==> config.mk <==
export PLATFORM = sky130hd
export DESIGN_NAME = fmul_issue_arb
export DESIGN_NICKNAME = d
export VERILOG_FILES = /design/src/rtl/fmul_issue_arb.sv
export SDC_FILE = /design/constraint.sdc
export NUM_CORES = 1
export LEC_CHECK = 0
export BUFFER_PORTS_ARGS = -buffer_cell sky130_fd_sc_hd__buf_2
export CORE_MARGIN = 2
export CORE_UTILIZATION = 50
export CTS_CLUSTER_SIZE = 12
export DETAILED_ROUTE_END_ITERATION = 10
export PLACE_DENSITY = 0.75
export SKIP_CTS_REPAIR_TIMING = 1
export SYNTH_ARGS = -nofsm -noshare
export SYNTH_HDL_FRONTEND = slang
export SYNTH_HIERARCHICAL = 1
export SYNTH_SLANG_ARGS = --single-unit
==> constraint.sdc <==
create_clock -name clk -period 6.26 [get_ports clk]
set_clock_uncertainty 0.2 [all_clocks]
set_input_delay 0.939 -clock clk [delete_from_list [all_inputs] [get_ports clk]]
set_output_delay 0.939 -clock clk [all_outputs]
set_load 0.1 [all_outputs]
==> src/rtl/fmul_issue_arb.sv <==
// Two-requester front end for a shared fixed-latency fmul: round-robin issue,
// tag/owner tracking through the pipe, and credit-protected per-requester result FIFOs.
module fmul_issue_arb_fifo #(
  parameter  int DW    = 38,
  parameter  int DEPTH = 4,
  localparam int AW    = $clog2(DEPTH),
  localparam int CW    = $clog2(DEPTH + 1)
) (
  input  logic          clk,
  input  logic          rstn,
  input  logic          push,
  input  logic [DW-1:0] din,
  input  logic          pop,
  output logic [CW-1:0] cnt,
  output logic [DW-1:0] dout
);
  logic [DW-1:0] mem [DEPTH];
  logic [AW-1:0] wp, rp;
  logic          do_pop;

  assign do_pop = pop && (cnt != '0);
  assign dout   = mem[rp];

  always_ff @(posedge clk)
    if (push) mem[wp] <= din;

  always_ff @(posedge clk or negedge rstn) begin
    if (!rstn) begin
      wp  <= '0;
      rp  <= '0;
      cnt <= '0;
    end else begin
      if (push)   wp <= wp + AW'(1);
      if (do_pop) rp <= rp + AW'(1);
      case ({push, do_pop})
        2'b10:   cnt <= cnt + CW'(1);
        2'b01:   cnt <= cnt - CW'(1);
        default: ;
      endcase
    end
  end
endmodule

module fmul_issue_arb #(
  parameter int LAT    = 2,
  parameter int FDEPTH = 4
) (
  input  logic        clk,
  input  logic        rstn,
  input  logic [1:0]  req_valid,
  output logic [1:0]  req_ready,
  input  logic [63:0] req_x1,
  input  logic [63:0] req_x2,
  input  logic [9:0]  req_add,
  input  logic [1:0]  req_flag,
  output logic [1:0]  res_valid,
  input  logic [1:0]  res_ready,
  output logic [63:0] res_y,
  output logic [9:0]  res_add,
  output logic [1:0]  res_flag,
  output logic [31:0] fm_x1,
  output logic [31:0] fm_x2,
  output logic        fm_flagin,
  output logic [4:0]  fm_addin,
  input  logic [31:0] fm_y,
  input  logic        fm_flagout,
  input  logic [4:0]  fm_addout,
  output logic        busy
);
  localparam int NREQ = 2;
  localparam int CW   = $clog2(FDEPTH + 1);

  typedef struct packed {
    logic [31:0] y;
    logic        flag;
    logic [4:0]  add;
  } res_t;

  logic [NREQ-1:0][31:0]   x1_v, x2_v, y_v;
  logic [NREQ-1:0][4:0]    add_v, radd_v;
  logic [NREQ-1:0][CW-1:0] fifo_cnt, inflight;
  logic [NREQ-1:0]         elig, grant, push;
  res_t [NREQ-1:0]         head;
  res_t                    push_data;
  logic                    prio, g, grant_any;
  logic [LAT-1:0]          vld_pipe, id_pipe;

  assign x1_v  = req_x1;
  assign x2_v  = req_x2;
  assign add_v = req_add;

  // With a single eligible requester, elig[1] alone names it.
  always_comb begin
    grant_any = |elig;
    g         = (&elig) ? prio : elig[1];
    grant     = '0;
    if (grant_any) grant[g] = 1'b1;
  end

  assign req_ready = grant;
  assign fm_x1     = grant_any ? x1_v[g]  : '0;
  assign fm_x2     = grant_any ? x2_v[g]  : '0;
  assign fm_addin  = grant_any ? add_v[g] : '0;
  assign fm_flagin = grant_any & req_flag[g];

  always_ff @(posedge clk or negedge rstn) begin
    if (!rstn)          prio <= 1'b0;
    else if (grant_any) prio <= ~g;
  end

  // Owner tag rides alongside fmul; the last stage lines up with fm_y.
  always_ff @(posedge clk or negedge rstn) begin
    if (!rstn) begin
      vld_pipe <= '0;
      id_pipe  <= '0;
    end else begin
      vld_pipe[0] <= grant_any;
      id_pipe[0]  <= g;
      for (int s = 1; s < LAT; s++) begin
        vld_pipe[s] <= vld_pipe[s-1];
        id_pipe[s]  <= id_pipe[s-1];
      end
    end
  end

  assign push_data = {fm_y, fm_flagout, fm_addout};

  for (genvar i = 0; i < NREQ; i++) begin : g_req
    logic [CW:0]   used;
    logic [CW-1:0] infl_q;

    // Slots already promised to buffered or in-flight results are not re-issued.
    assign used     = {1'b0, fifo_cnt[i]} + {1'b0, infl_q};
    assign elig[i]  = rstn && req_valid[i] && (used < (CW+1)'(FDEPTH));
    assign push[i]  = vld_pipe[LAT-1] && (id_pipe[LAT-1] == 1'(i));
    assign inflight[i] = infl_q;

    always_ff @(posedge clk or negedge rstn) begin
      if (!rstn) infl_q <= '0;
      else case ({grant[i], push[i]})
        2'b10:   infl_q <= infl_q + CW'(1);
        2'b01:   infl_q <= infl_q - CW'(1);
        default: ;
      endcase
    end

    fmul_issue_arb_fifo #(.DW($bits(res_t)), .DEPTH(FDEPTH)) u_fifo (
      .clk  (clk),
      .rstn (rstn),
      .push (push[i]),
      .din  (push_data),
      .pop  (res_ready[i]),
      .cnt  (fifo_cnt[i]),
      .dout (head[i])
    );

    assign res_valid[i] = fifo_cnt[i] != '0;
    assign y_v[i]       = res_valid[i] ? head[i].y   : '0;
    assign radd_v[i]    = res_valid[i] ? head[i].add : '0;
    assign res_flag[i]  = res_valid[i] & head[i].flag;
  end

  assign res_y   = y_v;
  assign res_add = radd_v;
  assign busy    = |{fifo_cnt, inflight};
endmodule

======== After elaboration in Yosys (flattened, before gate mapping) ========
Memory sizes are Yosys's and may differ from the RTL's.
Index checks and enable logic that the tools add are counted.
storage, ports and cells
  register bits after elaboration ......... 25
  latch bits .............................. 0
  memory bits (writable) .................. 304
  memory bits (read-only) ................. 0
  bits of input ports ..................... 184
  logic and storage cells ................. 89
  memories kept ........................... 2
memory list
  name                 words  bits a word  read ports  clocked after memory_dff  write ports  RTL line  text
  g_req[0].u_fifo.mem  4      38           1           0                         1            17        logic [DW-1:0] mem [DEPTH];
  g_req[1].u_fifo.mem  4      38           1           0                         1            17
operators by class
  add/subtract/negate cells ............... 14
  $mul .................................... 0
  divide/modulo/power cells ............... 0
  $lt $le $gt $ge ......................... 4
  equality and inequality tests ........... 8
  shift-type cells ........................ 0
  multiplexer cells ....................... 27
  bitwise operators ....................... 5
  reductions and logical operators ........ 18
operator list
  operator                                                     number
  two-way mux 32 bit                                           8
  two-way mux 5 bit                                            5
  one-hot mux 3 bit (2 select lines)                           4
  adder 3 x 1 -> 3 bit (second input constant)                 4
  OR reduction 12 bit                                          1
  subtractor 3 x 1 -> 3 bit (second input constant)            4
  logical AND 1 bit                                            9
  adder 2 x 1 -> 2 bit (second input constant)                 4
  adder 3 x 3 -> 4 bit                                         2
  == test 2 x 1 -> 1 bit (second input constant)               4
  == test 2 bit (second input constant)                        4
  less-than comparator 4 x 3 -> 1 bit (second input constant)  2
  two-way mux 1 bit                                            8
  nonzero test 2 bit                                           4
  nonzero test 3 bit                                           2
  bitwise AND 1 bit                                            3
  less-than comparator 1 x 2 -> 1 bit (second input constant)  1
  two-way mux 2 bit                                            1
  NOT 1 bit                                                    2
  AND reduction 2 bit                                          1
  OR reduction 2 bit                                           1
  demux 1 bit (select 1 bit)                                   1
  >= comparator 1 bit (second input constant)                  1

======== Depth between registers and ports, before layout ========
Gate-level depths: netlist (run 1).
  depth in word-level cells ............... 12
  depth in mapped cells ................... 11
  depth with buffers taken out ............ 9

======== Cells and area by module ========
Netlist (run 1), hierarchy kept.
modules (own cells, without submodules)
  module               instances  cells an instance  area each (sq um)  seq. area each (sq um)
  fmul_issue_arb_fifo  2          234                5926.9             4739.5
  fmul_issue_arb       1          222                1964.4             275.3

======== Least setup slack after synthesis (run 1) ========
Ideal clock, no wire load.
  path kind ............................... input to output
  from .................................... input port req_valid[0]
  to ...................................... output port fm_addin[0]
  arrival ................................. 3.090 ns
  path slack .............................. 2.031 ns
  stages on the path ...................... 5
  path through ............................ nand2_1 > or4_4 > a311oi_4 > buf_6 > a22o_1
on the way
  word-level cells in the longest chain between the ends .. 7
ends and longest elaborated chain
  element                                               RTL line  text
  start: declaration                                    50        input logic [1:0] req_valid,
  logical AND 1 bit * (2 in a row)                      134       assign elig[i] = rstn && req_valid[i] && (used < (CW+1)'(FDEPTH));
  AND reduction 2 bit                                   95        g = (&elig) ? prio : elig[1];
  two-way mux 1 bit                                     95
  two-way mux 5 bit (not written as such) (2 in a row)  103       assign fm_addin = grant_any ? add_v[g] : '0;
  two-way mux 5 bit *                                   103
  end: declaration                                      64        output logic [4:0] fm_addin,
Every way passes the cells marked *; elsewhere a longest branch is shown, timed or not. The select of a mux whose other input is x is not followed.

======== Worst setup path in the final report (run 1) ========
  from .................................... input port rstn
  to ...................................... output port fm_x2[31]
on the way
  word-level cells in the longest chain between the ends .. 7
ends and longest elaborated chain
  element                                                RTL line  text
  start: declaration                                     49        input logic rstn,
  logical AND 1 bit (2 in a row)                         134
  AND reduction 2 bit                                    95
  two-way mux 1 bit                                      95
  two-way mux 32 bit (not written as such) (2 in a row)  102       assign fm_x2 = grant_any ? x2_v[g] : '0;
  two-way mux 32 bit *                                   102
  end: declaration                                       62        output logic [31:0] fm_x2,
Marks and branches as above.

==> metrics.txt, run 1 <==
status=complete, no violations; asr flop ratio synth=7.60%; share of cells above drive strength 1=47.1%; Ys Warns=6; worst skew pair latency=0.50 ns; Synth Flop Type=edfxtp_1; P&R area growth vs syn=21.3%; Syn Area/Cell=20.0 um^2; placed cell area=15600 um^2; fin crit share=78.9%; port buffer count=334; clock slew at reported path FFs=0.06 ns; Final Slew Violations=0; Synth Instances=690; #FFs+latches synth=329; number of synthesized flops with an enable pin=304; Placeable Area=27000 um^2; TritonCTS clock tree=done; GRT overflow=0; largest net degree at the start of global routing=73; Commonest cells post-synth=edfxtp_1, nor2b_1, mux4_2; R2R Setup Slk=2.68 ns; Synth Cell Area=13800 um^2; Yosys top cell by area=edfxtp_1; HPWL after detailed placement=20600 um; clock buffer count from CTS=35; top-area cell type share of the netlist area=66.1%; Total Nets Final=1239; Total Neg Setup Slack=0 ns; Max clock buf depth=3; vias in the first global route=7492; DRC=0; Worst Setup Path Type=in2out; CP Data Required Time=5.12 ns; Crit Path Max Fanout=72; RSZ-0062 raised after global routing=no; Synth cell types=35; # setup viols final=0; Syn Nets=894; critical path arrival=3.80 ns; initial antenna violation count=9; die area=29000 um^2; routability cong.=0.782; CP Launch Type=input pin; fin util=62.0%; I/O pin total=335; Seq/Total Area, Yosys=70.6%; gr usage total=21.9%; area of the multi-input gates=3600 um^2; Min-Delay Path Class=reg2reg; Area contributors post-synth=edfxtp_1, mux4_2, dfrtp_1; Crit. End Element=output pin; placed cell count=1339; TritonRoute pass-1 iters=5; Period minus WS final=4.94 ns; H-Tree Depth=2; top-count cell post-synth=edfxtp_1; Fillers=1946; Rows=60; Vias=7853; Fin. Hold Viols=0; Die H=170 um; Peak Freq=203 MHz; DRT iter0 DRCs=823; cell area after layout=16800 um^2; worst slew pin tran=1.13 ns; # Max-Cap Violations=0; WL/cell=23.4 um; FF+latch area=9760 um^2; DRT Wirelength=32800 um; CTS Root Cell=clkbuf_16; CTS sink count=329; Slew HR=24.6%; Post-DRT Antenna Nets=0; Die X=170 um; Layout Cells excl Fill=1399; global-route wire length before repair=46300 um; initial core utilization=51.1%; Avg Vias per Cell=5.61
routing by layer:
metal | wire length [um] | track usage, %
met1 | 14500 | 33.7
met4 | 432 | 5.24
met2 | 14900 | 31.9
met3 | 2970 | 5.44
met5 | 37 | 0
worst max-delay path, cell delays in order:
cell and delay (ns):
buf_2 0.46, nand2_1 0.15, nor4_2 0.45, o311a_2 0.28, buf_4 0.58, a22o_1 0.41
buf_2 0.49
registers in the layout, indices dropped and copies added, names as in the netlist:
register	flops
id_pipe	2
g_req.u_fifo/mem	304
g_req.infl_q	6
g_req.u_fifo/wp	4
g_req.u_fifo/rp	4
prio	1
vld_pipe	2
g_req.u_fifo/cnt	6
placed cells by master, fill, tap and decap left out, types with 15 or more instances in the layout:
| master | count |
|---|---|
| buf_4 | 15 |
| mux4_2 | 76 |
| a22o_1 | 66 |
| nor2b_1 | 77 |
| inv_1 | 16 |
| edfxtp_1 | 304 |
| ha_1 | 16 |
| clkbuf_16 | 37 |
| buf_2 | 334 |
| dfrtp_1 | 21 |
through the flow:
stage	worst slack [ns]	hold slack, ns
5_1_grt	1.14	0.165
3_5_place_dp	1.37	0.136
4_1_cts	1.37	0.154
6_report	1.32	0.150
2_1_floorplan	2.03	0.131
3_3_place_gp	1.42	0.132
cell type report:
class	count	area share [%]
clock inverter	7	0.784
inverter	16	0.358
tap	341	2.55
sequential	329	58.2
antenna	9	0.134
multi-input combinational	304	21.5
clock buffer	44	5.80
timing repair buffer	349	10.6
kinds of logic after synthesis:
family | after synthesis | synth area share, %
DFF | 329 | 70.6
and+or+nand+nor | 107 | 4.68
muxes | 80 | 12.7
AOI/OAI and AO/OA | 79 | 5.34
buffers and inverters | 57 | 3.52
adders and majority gates | 20 | 2.03
xor gates and xnor gates | 18 | 1.14
path summary, 6_finish.rpt:
check                                       start               endpoint  cells past startpoint
max                                          rstn              fm_x2[31]                      7
min                                   vld_pipe[0]            vld_pipe[1]                      0
max reg2reg                g_req[0].u_fifo/cnt[2]     g_req[0].infl_q[2]                     10
min reg2reg                           vld_pipe[0]            vld_pipe[1]                      0
max in group asynchronous                    rstn  g_req[1].u_fifo/rp[1]                      1
min in group asynchronous                    rstn                   prio                      1
Power of run 1 is not shown: default switching activity piles up to over one toggle a cycle in this logic, so the estimate is an artifact.
==> run 2: changes to the inputs <==
Settings changed: ABC_AREA set to 1, PLACE_DENSITY 0.75 to 0.74.
Clock period 6.26 ns to 4.9 ns, I/O delays scaled along.
==> run 2 against run 1 <==
Net effect:
- synthesized cell count grew 110%
- die area rose by 18%
- register-to-register slack worse by 1.1 ns
- cell count up 59%
- sequential share of layout area down 9.9 points
- first-iteration DRC count up 12%
- cell area grew 20%
- non-clock buffer count rose by 2
- hold slack got worse by 0.00074 ns
- critical path depth increased by 3
- flip-flop and latch count is the same
- critical path type unchanged
- highest routed layer unchanged
==> metrics.txt, run 2 <==
status=complete, no violations; CP Data Required Time=3.96 ns (-1.16 ns); cell family with most CP delay=buffers and inverters; top flop regs=g_req.u_fifo/mem (304), g_req.infl_q (6), g_req.u_fifo/cnt (6); largest net degree at the start of global routing=132 (+81%); Post-DRT Antenna Nets=0 (unchanged); TritonCTS clock tree=done; #FFs+latches synth=329 (unchanged); Seq/Total Area, Yosys=59.6% (-11 points); DRC=0 (unchanged); DRT iter0 DRCs=919 (+12%); CP Launch Type=input pin; Vias=11.3k (+44%); routability cong.=0.736 (-5.9%); Min-Delay Path Class=reg2reg; most frequent CP cell=nand2_1; TritonRoute pass-1 iters=5 (unchanged); die area=34200 um^2 (+18%); CTS Root Cell=clkbuf_16; gr usage total=22.8% (+0.84 points); Die X=185 um (+8.6%); DRT Wirelength=39600 um (+21%); Crit. End Element=output pin; Yosys top cell by area=edfxtp_1; Peak Freq=237 MHz; Setup WS pre-CTS=1.23 ns (-0.143 ns); max reg flops=304 (unchanged); # Max-Cap Violations=0 (unchanged); worst hold start=id_pipe[0]; top-area cell type share of the netlist area=55.8% (-10 points); Layout Cells excl Fill=2224 (+59%); Synth Instances=1460 (+110%); port buffer count=334 (unchanged); Period minus WS final=4.22 ns; Top reg by flops=g_req.u_fifo/mem; Reg2Reg Depth=10 (unchanged); Final Worst Setup Slack=0.677 ns (-0.647 ns); Fillers=2576 (+32%); HPWL after detailed placement=25600 um (+24%); # setup viols final=0 (unchanged); FF+latch area=9760 um^2 (about the same); hold endpoint=id_pipe[1]; Syn Area/Cell=11.2 um^2 (-44%); share of cells above drive strength 1=34.9% (-12 points); global-route wire length before repair=59800 um (+29%); Die H=185 um (+8.6%); number of synthesized flops with an enable pin=304 (unchanged); Crit path buffers/inverters=4 (+1); Commonest cells post-synth=nand2_1, edfxtp_1, inv_1; Synth Flop Type=edfxtp_1; asr flop ratio synth=7.60% (unchanged); critical path arrival=3.29 ns (-0.51 ns); worst skew pair latency=0.50 ns (about the same); worst slew pin tran=1.24 ns (+0.107 ns); vias in the first global route=10.9k (+46%); clock buffer count from CTS=35 (unchanged); Slew HR=17.1% (-7.6 points); Placeable Area=32400 um^2 (+20%); Synth Cell Area=16400 um^2 (+18%); area of the multi-input gates=4940 um^2 (+37%); Area contributors post-synth=edfxtp_1, o211ai_2, nand2_1; Total Nets Final=1964 (+59%); most common cell after layout, fill and taps aside=nand2_1; reg2reg end=g_req[0].infl_q[2]; fin crit share=86.2%; CTS sink count=329 (unchanged); R2R Setup Slk=1.63 ns (-1.05 ns); Worst Setup Path Type=in2out; reg-to-reg startpoint=g_req[0].u_fifo/cnt[2]; GRT overflow=0 (unchanged); worst path cell trace=dlygate4sd3_1 > buf_2 > nand2_1 > nor2_4 > nand4_4 > nand2_4 > buf_4 > nand3_2 > nand2_1 > buf_12; Max clock buf depth=3 (unchanged); initial antenna violation count=5 (-4); Worst path max stage delay=0.62 ns (+0.04 ns); Synth cell types=33 (-5.7%); I/O pin total=335 (unchanged); placed cell count=2164 (+62%); Final Slew Violations=0 (unchanged); Ys Warns=6 (unchanged); Crit Path Max Fanout=56 (-22%); Rows=66 (+10%); WL/cell=17.8 um (-24%); Hold Path Stages=0 (unchanged); Syn Nets=1664 (+86%); CP max-delay cell=nand2_4; initial core utilization=50.6% (-0.57 points); Avg Vias per Cell=5.08 (-9.4%); placed cell area=19200 um^2 (+23%); Fin. Hold Viols=0 (unchanged); Total Neg Setup Slack=0 ns (unchanged); clock slew at reported path FFs=0.06 ns (about the same); P&R area growth vs syn=23.3%; top-count cell post-synth=nand2_1; H-Tree Depth=2 (unchanged); RSZ-0062 raised after global routing=no; cell area after layout=20200 um^2 (+20%); commonest non-fill, non-tap cells in the layout=nand2_1, edfxtp_1, buf_2
run 2: metrics by stage:
stage | utilization, % | hold WS (ns)
6_report | 62.4 | 0.150
2_1_floorplan | - | 0.131
3_3_place_gp | 59.2 | 0.133
4_1_cts | 62.3 | -0.162
3_5_place_dp | 59.2 | 0.141
5_1_grt | 62.3 | 0.159
run 2: kinds of logic (layout without fill, tap and decap cells):
logic type,count (synthesis),after routing,share of synthesized area (%)
AO/OA/AOI/OAI,161,161,11.2
AND/OR/NAND/NOR,581,581,16.7
flip-flops,329,329,59.6
buffers and inverters,359,679,10.3
other,0,2,0
XOR/XNOR,8,8,0.428
multiplexers,2,2,0.138
adder cells (fa/ha/maj),20,20,1.71
run 2: how the worst max path moves through the flow:
stage | startpoint | end | slack (ns) | cells after the start
after global routing | rstn | fm_x1[26] | 0.46 | 10
final | rstn | fm_x1[15] | 0.68 | 10
after detailed placement | rstn | fm_x1[15] | 1.23 | 9
after floorplan | g_req[0].u_fifo/cnt[0] | res_add[0] | 1.16 | 6
after CTS | g_req[1].u_fifo/rp[0] | res_y[38] | 0.87 | 7
after global placement | rstn | fm_x1[8] | 1.30 | 9
run 2: layout make-up:
| type | instances | share of cell area [%] |
|---|---|---|
| diodes | 2 | 0.0248 |
| repair buffers | 351 | 14.3 |
| well taps | 442 | 2.74 |
| multi-input cells | 772 | 24.5 |
| clock inverters | 5 | 0.112 |
| inverters | 271 | 5.09 |
| clock buffers | 52 | 4.87 |
| flip-flops and latches | 329 | 48.3 |
run 2: per-layer routing:
layer	share of wire, %	routed length (um)	global-route usage [%]
met2	48	19100	36.1
met4	2.3	926	6.51
met5	0.10	40	0
met1	43	16900	32.5
met3	6.5	2590	3.83
Power of run 2 is left out for the same reason.
